--- config.mk ---
export PLATFORM = sky130hd
export DESIGN_NAME = ray_gen_stream_flat
export DESIGN_NICKNAME = d
export VERILOG_FILES = /design/src/rtl/ray_gen_stream_if.sv /design/src/rtl/ray_gen_stream.sv /design/src/flat_wrapper.sv
export SDC_FILE = /design/constraint.sdc
export NUM_CORES = 2
export LEC_CHECK = 0
export ABC_AREA = 1
export CAP_MARGIN = 10
export CORE_ASPECT_RATIO = 1.4
export CORE_UTILIZATION = 57
export DETAILED_ROUTE_END_ITERATION = 12
export PLACE_DENSITY = 0.77
export SYNTH_ARGS = -nofsm -noshare
export SYNTH_HDL_FRONTEND = slang
export SYNTH_SLANG_ARGS = --single-unit
--- constraint.sdc ---
create_clock -name clk -period 8.6 [get_ports clk]
set_clock_uncertainty 0.2 [all_clocks]
set_input_delay 2.58 -clock clk [delete_from_list [all_inputs] [get_ports clk]]
set_output_delay 2.58 -clock clk [all_outputs]
set_load 0.005 [all_outputs]
--- src/rtl/ray_gen_stream_if.sv ---
// ray_gen_stream_if
//   Carries the ray output stream from the generator to a traversal core.
//   Parameters:
//     COORD_W  width of each ray origin component
//     DIM_W    width of pixel_x / pixel_y
//     OUT_W    width of each ray direction component
//   Signals:
//     ray_dir_x/y/z  signed ray direction         (master -> slave)
//     ray_org_x/y/z  ray origin (camera position) (master -> slave)
//     pixel_x/y      pixel of the current ray     (master -> slave)
//     ray_valid      ray outputs valid            (master -> slave)
//     ray_ready      consumer accepts the ray     (slave -> master)
//   Modports: master = ray generator, slave = consumer.
interface ray_gen_stream_if #(
  parameter int COORD_W = 11,
  parameter int DIM_W   = 13,
  parameter int OUT_W   = 32
);
  logic [OUT_W-1:0]   ray_dir_x;
  logic [OUT_W-1:0]   ray_dir_y;
  logic [OUT_W-1:0]   ray_dir_z;
  logic [COORD_W-1:0] ray_org_x;
  logic [COORD_W-1:0] ray_org_y;
  logic [COORD_W-1:0] ray_org_z;
  logic [DIM_W-1:0]   pixel_x;
  logic [DIM_W-1:0]   pixel_y;
  logic               ray_valid;
  logic               ray_ready;

  modport master (
    output ray_dir_x, ray_dir_y, ray_dir_z,
    output ray_org_x, ray_org_y, ray_org_z,
    output pixel_x, pixel_y, ray_valid,
    input  ray_ready
  );

  modport slave (
    input  ray_dir_x, ray_dir_y, ray_dir_z,
    input  ray_org_x, ray_org_y, ray_org_z,
    input  pixel_x, pixel_y, ray_valid,
    output ray_ready
  );
endinterface

--- src/rtl/ray_gen_stream.sv ---
// ray_gen_stream
//   Streaming primary-ray generator. Walks the interleaved pixel subset
//   core_id, core_id+S, core_id+2S, ... (S = max(num_cores,1)) using
//   incremental x/y counters and emits one ray per cycle:
//     dir = right*(x - W/2) + up*(H/2 - y) + camera_dir   (mod 2^OUT_W)
//   Ports:
//     clk, reset_n        clock (rising edge), asynchronous active-low reset
//     start, abort        frame start (IDLE only) / frame termination
//     camera_pos_*        camera position, forwarded as ray origin
//     camera_dir/right/up_* signed camera basis
//     image_width/height  W, H
//     core_id, num_cores  first pixel index and index stride (0 -> 1)
//     ray                 ray output stream (ray_gen_stream_if.master)
//     busy                high while a frame is in progress
//     frame_done          one-cycle pulse on completion or rejection
//     cfg_err             sticky rejection flag, cleared by the next start
//   Build option:
//     RAYGEN_CAMERA_LATCH_EN  when defined, camera vectors and image size are
//     captured on the accepted start; otherwise they are used live.
module ray_gen_stream #(
  parameter int COORD_W = 11,
  parameter int DIM_W   = 13,
  parameter int OUT_W   = 32,
  parameter int CORE_W  = 3
) (
  input  logic               clk,
  input  logic               reset_n,
  input  logic               start,
  input  logic               abort,
  input  logic [COORD_W-1:0] camera_pos_x,
  input  logic [COORD_W-1:0] camera_pos_y,
  input  logic [COORD_W-1:0] camera_pos_z,
  input  logic [COORD_W-1:0] camera_dir_x,
  input  logic [COORD_W-1:0] camera_dir_y,
  input  logic [COORD_W-1:0] camera_dir_z,
  input  logic [COORD_W-1:0] camera_right_x,
  input  logic [COORD_W-1:0] camera_right_y,
  input  logic [COORD_W-1:0] camera_right_z,
  input  logic [COORD_W-1:0] camera_up_x,
  input  logic [COORD_W-1:0] camera_up_y,
  input  logic [COORD_W-1:0] camera_up_z,
  input  logic [DIM_W-1:0]   image_width,
  input  logic [DIM_W-1:0]   image_height,
  input  logic [CORE_W-1:0]  core_id,
  input  logic [CORE_W-1:0]  num_cores,
  ray_gen_stream_if.master   ray,
  output logic               busy,
  output logic               frame_done,
  output logic               cfg_err
);

  typedef enum logic [1:0] {ST_IDLE, ST_RUN, ST_DONE} state_t;
  state_t state_reg, state_next;

  // Camera vectors packed as [component] with index 0 = x.
  logic [2:0][COORD_W-1:0] pos_in, dir_in, right_in, up_in;
  logic [2:0][COORD_W-1:0] pos_eff, dir_eff, right_eff, up_eff;
  logic [DIM_W-1:0]        width_eff, height_eff;

  assign pos_in   = {camera_pos_z, camera_pos_y, camera_pos_x};
  assign dir_in   = {camera_dir_z, camera_dir_y, camera_dir_x};
  assign right_in = {camera_right_z, camera_right_y, camera_right_x};
  assign up_in    = {camera_up_z, camera_up_y, camera_up_x};

  // Frame acceptance
  logic [CORE_W-1:0] s_val;
  logic [DIM_W-1:0]  s_ext;
  logic              reject, accept, reject_start;

  assign s_val        = (num_cores == '0) ? CORE_W'(1) : num_cores;
  assign s_ext        = DIM_W'(s_val);
  assign reject       = (image_width == '0) || (image_height == '0) ||
                        (s_ext > image_width) || (core_id >= s_val);
  assign accept       = (state_reg == ST_IDLE) && start && !reject;
  assign reject_start = (state_reg == ST_IDLE) && start && reject;

`ifdef RAYGEN_CAMERA_LATCH_EN
  logic [2:0][COORD_W-1:0] pos_lat_reg, dir_lat_reg, right_lat_reg, up_lat_reg;
  logic [DIM_W-1:0]        width_lat_reg, height_lat_reg;

  always_ff @(posedge clk or negedge reset_n) begin
    if (!reset_n) begin
      pos_lat_reg    <= '0;
      dir_lat_reg    <= '0;
      right_lat_reg  <= '0;
      up_lat_reg     <= '0;
      width_lat_reg  <= '0;
      height_lat_reg <= '0;
    end else if (accept) begin
      pos_lat_reg    <= pos_in;
      dir_lat_reg    <= dir_in;
      right_lat_reg  <= right_in;
      up_lat_reg     <= up_in;
      width_lat_reg  <= image_width;
      height_lat_reg <= image_height;
    end
  end

  assign pos_eff    = pos_lat_reg;
  assign dir_eff    = dir_lat_reg;
  assign right_eff  = right_lat_reg;
  assign up_eff     = up_lat_reg;
  assign width_eff  = width_lat_reg;
  assign height_eff = height_lat_reg;
`else
  assign pos_eff    = pos_in;
  assign dir_eff    = dir_in;
  assign right_eff  = right_in;
  assign up_eff     = up_in;
  assign width_eff  = image_width;
  assign height_eff = image_height;
`endif

  // Pixel counters
  logic [DIM_W-1:0] x_reg, y_reg, stride_reg;
  logic [DIM_W:0]   x_sum, x_sub, y_sum;
  logic [DIM_W-1:0] x_adv;
  logic             wrap, last;

  // S <= W and x < W keep x+S below 2W, so one conditional subtract wraps x.
  assign x_sum = {1'b0, x_reg} + {1'b0, stride_reg};
  assign x_sub = x_sum - {1'b0, width_eff};
  assign wrap  = (x_sum >= {1'b0, width_eff});
  assign x_adv = wrap ? x_sub[DIM_W-1:0] : x_sum[DIM_W-1:0];
  assign y_sum = {1'b0, y_reg} + {{DIM_W{1'b0}}, wrap};
  assign last  = (y_sum == {1'b0, height_eff});

  // Screen-space offsets in DIM_W+1 signed bits, then sign-extended.
  logic signed [DIM_W:0]   off_x, off_y;
  logic signed [OUT_W-1:0] off_x_w, off_y_w;

  assign off_x   = $signed({1'b0, x_reg}) - $signed({2'b00, width_eff[DIM_W-1:1]});
  assign off_y   = $signed({2'b00, height_eff[DIM_W-1:1]}) - $signed({1'b0, y_reg});
  assign off_x_w = {{(OUT_W-DIM_W-1){off_x[DIM_W]}}, off_x};
  assign off_y_w = {{(OUT_W-DIM_W-1){off_y[DIM_W]}}, off_y};

  logic [2:0][OUT_W-1:0] dir_calc;

  genvar gi;
  generate
    for (gi = 0; gi < 3; gi++) begin : g_comp
      logic signed [OUT_W-1:0] r_ext, u_ext, d_ext;
      assign r_ext = {{(OUT_W-COORD_W){right_eff[gi][COORD_W-1]}}, right_eff[gi]};
      assign u_ext = {{(OUT_W-COORD_W){up_eff[gi][COORD_W-1]}}, up_eff[gi]};
      assign d_ext = {{(OUT_W-COORD_W){dir_eff[gi][COORD_W-1]}}, dir_eff[gi]};
      // Products are kept at OUT_W: the result wraps modulo 2^OUT_W.
      assign dir_calc[gi] = r_ext * off_x_w + u_ext * off_y_w + d_ext;
    end
  endgenerate

  // Output register
  logic [2:0][OUT_W-1:0]   dir_reg;
  logic [2:0][COORD_W-1:0] org_reg;
  logic [DIM_W-1:0]        pix_x_reg, pix_y_reg;
  logic                    valid_reg, frame_done_reg, cfg_err_reg;
  logic                    load_en, finish_en;

  // FSM: state register
  always_ff @(posedge clk or negedge reset_n) begin
    if (!reset_n) state_reg <= ST_IDLE;
    else          state_reg <= state_next;
  end

  // FSM: next state
  always_comb begin
    state_next = state_reg;
    case (state_reg)
      ST_IDLE: if (accept) state_next = ST_RUN;
      ST_RUN: begin
        if (abort)               state_next = ST_IDLE;
        else if (load_en && last) state_next = ST_DONE;
      end
      ST_DONE: begin
        if (abort)          state_next = ST_IDLE;
        else if (finish_en) state_next = ST_IDLE;
      end
      default: state_next = ST_IDLE;
    endcase
  end

  // FSM: outputs
  always_comb begin
    busy      = (state_reg != ST_IDLE);
    load_en   = 1'b0;
    finish_en = 1'b0;
    case (state_reg)
      ST_RUN:  load_en   = !abort && (!valid_reg || ray.ray_ready);
      ST_DONE: finish_en = !abort && valid_reg && ray.ray_ready;
      default: ;
    endcase
  end

  always_ff @(posedge clk or negedge reset_n) begin
    if (!reset_n) begin
      x_reg          <= '0;
      y_reg          <= '0;
      stride_reg     <= '0;
      dir_reg        <= '0;
      org_reg        <= '0;
      pix_x_reg      <= '0;
      pix_y_reg      <= '0;
      valid_reg      <= 1'b0;
      frame_done_reg <= 1'b0;
      cfg_err_reg    <= 1'b0;
    end else begin
      frame_done_reg <= reject_start || finish_en;
      if ((state_reg == ST_IDLE) && start) cfg_err_reg <= reject;

      if (accept) begin
        x_reg      <= DIM_W'(core_id);
        y_reg      <= '0;
        stride_reg <= s_ext;
      end else if (load_en) begin
        x_reg <= x_adv;
        y_reg <= y_sum[DIM_W-1:0];
      end

      // Abort drops any pending ray.
      if (busy && abort) begin
        valid_reg <= 1'b0;
      end else if (load_en) begin
        valid_reg <= 1'b1;
        dir_reg   <= dir_calc;
        org_reg   <= pos_eff;
        pix_x_reg <= x_reg;
        pix_y_reg <= y_reg;
      end else if (valid_reg && ray.ray_ready) begin
        valid_reg <= 1'b0;
      end
    end
  end

  assign ray.ray_dir_x = dir_reg[0];
  assign ray.ray_dir_y = dir_reg[1];
  assign ray.ray_dir_z = dir_reg[2];
  assign ray.ray_org_x = org_reg[0];
  assign ray.ray_org_y = org_reg[1];
  assign ray.ray_org_z = org_reg[2];
  assign ray.pixel_x   = pix_x_reg;
  assign ray.pixel_y   = pix_y_reg;
  assign ray.ray_valid = valid_reg;
  assign frame_done    = frame_done_reg;
  assign cfg_err       = cfg_err_reg;

endmodule

--- src/flat_wrapper.sv ---
// flat-port wrapper written by rule: the top's interface ports become plain ports
module ray_gen_stream_flat 
#(
  parameter int COORD_W = 11,
  parameter int DIM_W   = 13,
  parameter int OUT_W   = 32,
  parameter int CORE_W  = 3
)
  (clk, reset_n, start, abort, camera_pos_x, camera_pos_y, camera_pos_z, camera_dir_x, camera_dir_y, camera_dir_z, camera_right_x, camera_right_y, camera_right_z, camera_up_x, camera_up_y, camera_up_z, image_width, image_height, core_id, num_cores, busy, frame_done, cfg_err, ray_ray_dir_x, ray_ray_dir_y, ray_ray_dir_z, ray_ray_org_x, ray_ray_org_y, ray_ray_org_z, ray_pixel_x, ray_pixel_y, ray_ray_valid, ray_ray_ready);
  ray_gen_stream_if #(.COORD_W(COORD_W), .DIM_W(DIM_W), .OUT_W(OUT_W)) ray_i ();
  input  logic clk;
  input  logic reset_n;
  input  logic start;
  input  logic abort;
  input  logic [COORD_W-1:0] camera_pos_x;
  input  logic [COORD_W-1:0] camera_pos_y;
  input  logic [COORD_W-1:0] camera_pos_z;
  input  logic [COORD_W-1:0] camera_dir_x;
  input  logic [COORD_W-1:0] camera_dir_y;
  input  logic [COORD_W-1:0] camera_dir_z;
  input  logic [COORD_W-1:0] camera_right_x;
  input  logic [COORD_W-1:0] camera_right_y;
  input  logic [COORD_W-1:0] camera_right_z;
  input  logic [COORD_W-1:0] camera_up_x;
  input  logic [COORD_W-1:0] camera_up_y;
  input  logic [COORD_W-1:0] camera_up_z;
  input  logic [DIM_W-1:0] image_width;
  input  logic [DIM_W-1:0] image_height;
  input  logic [CORE_W-1:0] core_id;
  input  logic [CORE_W-1:0] num_cores;
  output logic busy;
  output logic frame_done;
  output logic cfg_err;
  output wire logic [$bits(ray_i.ray_dir_x)-1:0] ray_ray_dir_x;
  output wire logic [$bits(ray_i.ray_dir_y)-1:0] ray_ray_dir_y;
  output wire logic [$bits(ray_i.ray_dir_z)-1:0] ray_ray_dir_z;
  output wire logic [$bits(ray_i.ray_org_x)-1:0] ray_ray_org_x;
  output wire logic [$bits(ray_i.ray_org_y)-1:0] ray_ray_org_y;
  output wire logic [$bits(ray_i.ray_org_z)-1:0] ray_ray_org_z;
  output wire logic [$bits(ray_i.pixel_x)-1:0] ray_pixel_x;
  output wire logic [$bits(ray_i.pixel_y)-1:0] ray_pixel_y;
  output wire logic [$bits(ray_i.ray_valid)-1:0] ray_ray_valid;
  input wire logic [$bits(ray_i.ray_ready)-1:0] ray_ray_ready;
  assign ray_ray_dir_x = ray_i.ray_dir_x;
  assign ray_ray_dir_y = ray_i.ray_dir_y;
  assign ray_ray_dir_z = ray_i.ray_dir_z;
  assign ray_ray_org_x = ray_i.ray_org_x;
  assign ray_ray_org_y = ray_i.ray_org_y;
  assign ray_ray_org_z = ray_i.ray_org_z;
  assign ray_pixel_x = ray_i.pixel_x;
  assign ray_pixel_y = ray_i.pixel_y;
  assign ray_ray_valid = ray_i.ray_valid;
  assign ray_i.ray_ready = ray_ray_ready;
  ray_gen_stream #(.COORD_W(COORD_W), .DIM_W(DIM_W), .OUT_W(OUT_W), .CORE_W(CORE_W)) u_core (.clk(clk), .reset_n(reset_n), .start(start), .abort(abort), .camera_pos_x(camera_pos_x), .camera_pos_y(camera_pos_y), .camera_pos_z(camera_pos_z), .camera_dir_x(camera_dir_x), .camera_dir_y(camera_dir_y), .camera_dir_z(camera_dir_z), .camera_right_x(camera_right_x), .camera_right_y(camera_right_y), .camera_right_z(camera_right_z), .camera_up_x(camera_up_x), .camera_up_y(camera_up_y), .camera_up_z(camera_up_z), .image_width(image_width), .image_height(image_height), .core_id(core_id), .num_cores(num_cores), .ray(ray_i), .busy(busy), .frame_done(frame_done), .cfg_err(cfg_err));
endmodule
==> results.tsv <==
stage	metric	value	unit
outcome	outcome	finished, violations left	
outcome	failing checks	setup timing	
synthesis	Post-synth ARST share	100	%
sta	Worst Max-Slew Pin Slew	1.01	ns
drt	post-route ant nets	0	
setup_path	Worst Setup End Kind	flop	
sta	final hold vios	0	
synthesis	YS warnings	0	
global_routing	first-pass GRT wire length	291	mm
setup_path	Worst setup SP type	input port	
synthesis	number of synthesized flops with an enable pin	0	
sta	worst hold slack	0.281	ns
synthesis	Syn Std Cell Area	0.0517	mm^2
layout	Final Net Count	9805	
synthesis	prevailing post-synth register cell	dfrtp_1	
setup_path	R2R Path Start	u_core.x_reg[1]$_DFFE_PN0P_	
global_routing	GR Util All Layers	41.2	%
synthesis	Cell variety after synth	51	
synthesis	synth top area cells	fa_1, inv_1, ha_1, nand2_1, dfrtp_1	
setup_path	slowest stage delay, CP	0.61	ns
cts	CTS Buf Count	17	
setup_path	reg2reg end	u_core.ray.ray_dir_y[26]$_DFFE_PN0P_	
setup_path	CP top delay family	adder cells	
sta	RSZ-0062 raised after global routing	true	
synthesis	Yosys reg bits	189	
cts	clock tree buffer depth	2	
setup_path	crit-path max FO	6	
synthesis	Mapped Nets	8311	
setup_path	critical path class	input port to flop	
placement	I/O Buffers	327	
drt	Vias	53700	
layout	most frequent cells in the layout	inv_1, buf_4, nand2_1, fa_1, nor2_1	
layout	total area of sequential cells	0.00473	mm^2
sta	FMAX	96.8	MHz
sta	Worst slew margin	32.5	%
placement	routability-driven placement congestion ratio	1.03	
cts	Clock Sinks	189	
layout	share of cells above drive strength 1	34.8	%
job	max_cap viols	0	
drt	DR DRC count	0	
synthesis	Seq/Total Area, Yosys	9.15	%
setup_path	Worst Path Buf+Inv	10	
sta	max-slew violation count	0	
cts	CTS tree	yes	
sta	Tcrit/Tclk final	120	%
die	die area	0.0919	mm^2
die	core area	0.0898	mm^2
min_path	HP Class	flop to flop	
drt	routed len/inst	21.8	um
global_routing	vias in the first global route	54900	
synthesis	Cells after Synth	6755	
die	height of the die	358	um
setup_path	path depth of the worst reg2reg path	39	
layout	commonest non-fill, non-tap cell in the layout	inv_1	
global_routing	total congestion overflow	0	
sta	Final Critical Period	10.33	ns
sta	final setup fails	75	
setup_path	Worst Setup EP	u_core.ray.ray_dir_y[26]$_DFFE_PN0P_	
setup_path	critical path data required time	8.79	ns
synthesis	post-synth top area share	36.7	%
sta	final worst setup slack	-1.73	ns
cts	clock transition at the registers of the reported paths	0.08	ns
cts	Max H-tree Level	4	
synthesis	syn avg cell area	7.65	um^2
placement	DP HPWL	153	mm
setup_path	Worst path depth	40	
synthesis	largest area contributor in the netlist	fa_1	
cts	clk_lat worst skew	0.55	ns
drt	routed wire length	206	mm
setup_path	critical path arrival	10.51	ns
global_routing	largest net degree at the start of global routing	103	
global_routing	initial antenna violation count	2	
die	# rows	130	
layout	footprint of the multi-input gates	0.0495	mm^2
die	Starting Density	57.6	%
setup_path	register-to-register setup slack	-0.15	ns
die	Die Width	257	um
setup_path	worst setup path start	image_width[1]	
setup_path	slowest CP cell	fa_1	
drt	Initial DRC Count	4403	
drt	Vias/cell	5.69	
drt	DR pass1 iterations	8	
cts	CTS root buffer	clkbuf_16	
layout	# fillers	4886	
die	IO Pins	328	
layout	Syn-to-layout area delta	49.2	%
-- area by class of cell --
class	count	share of cell area (%)
Multi-Input combinational cell	4788	64.1
Timing Repair Buffer	1658	19.0
Inverter	1592	7.93
Sequential cell	189	6.13
Tap cell	1188	1.93
Clock buffer	18	0.570
Clock inverter	14	0.252
Timing Repair inverter	3	0.0292
Antenna cell	2	0.00649
-- worst min-delay path, cell delays in order (launching register included) --
cell	delay, ns
dfrtp_1	0.35
nand2_1	0.05
nand2_1	0.05
-- synthesized netlist by cell type, types with 25 or more instances --
| cell type | count |
|---|---|
| nor4_1 | 27 |
| xor2_1 | 90 |
| nand2_1 | 1391 |
| inv_1 | 1578 |
| nand3_1 | 278 |
| a21o_1 | 26 |
| xnor2_1 | 105 |
| dfrtp_1 | 189 |
| buf_2 | 39 |
| nand4_1 | 80 |
| o21ai_0 | 213 |
| fa_1 | 948 |
| ha_1 | 439 |
| clkbuf_1 | 126 |
| nor2_1 | 724 |
| a21oi_1 | 277 |
| nor3_1 | 25 |
| o21bai_1 | 30 |
-- per-stage QoR --
stage | util [%] | cell area, um^2 | TNS, ns | instances | setup slack (ns)
3_5_place_dp | 75.0 | 67300 | -180.05 | 9218 | -2.76
2_1_floorplan | - | 54300 | -55.92 | 6755 | -1.13
4_1_cts | 80.5 | 72200 | -79.45 | 9340 | -1.31
6_report | 85.9 | 77100 | -93.86 | 9452 | -1.73
3_3_place_gp | 75.0 | 67300 | -176.17 | 9218 | -2.75
5_1_grt | 85.9 | 77100 | -108.13 | 9451 | -1.97
-- timing repair --
action,CTS,global route
gates cloned,2,2
setup endpoints to repair,78,77
gates resized for setup,819,999
hold buffers,0,0
pin swaps,314,572
setup buffers,101,131
endpoints found under the hold margin,0,0
-- cell families after synthesis --
group / Yosys count / synth area share (%)
and+or+nand+nor: 2592 / 20.5
buffers and inverters: 1778 / 13.1
adders and majority gates: 1387 / 47.3
AOI/OAI and AO/OA: 612 / 6.46
xor gates and xnor gates: 197 / 3.39
DFF: 189 / 9.15
-- worst min-delay path by stage --
stage	to	from	slack, ns	depth (start not counted)
after floorplan	u_core.stride_reg[0]$_DFFE_PN0P_	u_core.stride_reg[0]$_DFFE_PN0P_	0.26	2
after global placement	u_core.ray.ray_org_y[3]$_DFFE_PN0P_	u_core.ray.ray_org_y[3]$_DFFE_PN0P_	0.26	2
after detailed placement	u_core.ray.ray_org_z[10]$_DFFE_PN0P_	u_core.ray.ray_org_z[10]$_DFFE_PN0P_	0.26	2
after CTS	u_core.ray.ray_org_z[10]$_DFFE_PN0P_	u_core.ray.ray_org_z[10]$_DFFE_PN0P_	0.28	2
after global routing	u_core.ray.ray_org_z[8]$_DFFE_PN0P_	u_core.ray.ray_org_z[8]$_DFFE_PN0P_	0.30	2
final	u_core.ray.ray_org_z[10]$_DFFE_PN0P_	u_core.ray.ray_org_z[10]$_DFFE_PN0P_	0.28	2
-- layer usage --
metal	GRT usage (%)	vias to the layer above	part of all wire, %
li1	-	23300	-
met1	45.2	26200	33
met2	73.0	3010	50
met3	5.92	1264	7.2
met4	30.0	2	10
met5	0	-	0.0063
Power is left out: the tool's default activity adds up to more than one toggle a clock period on the data nets, which glitch-free logic cannot reach.
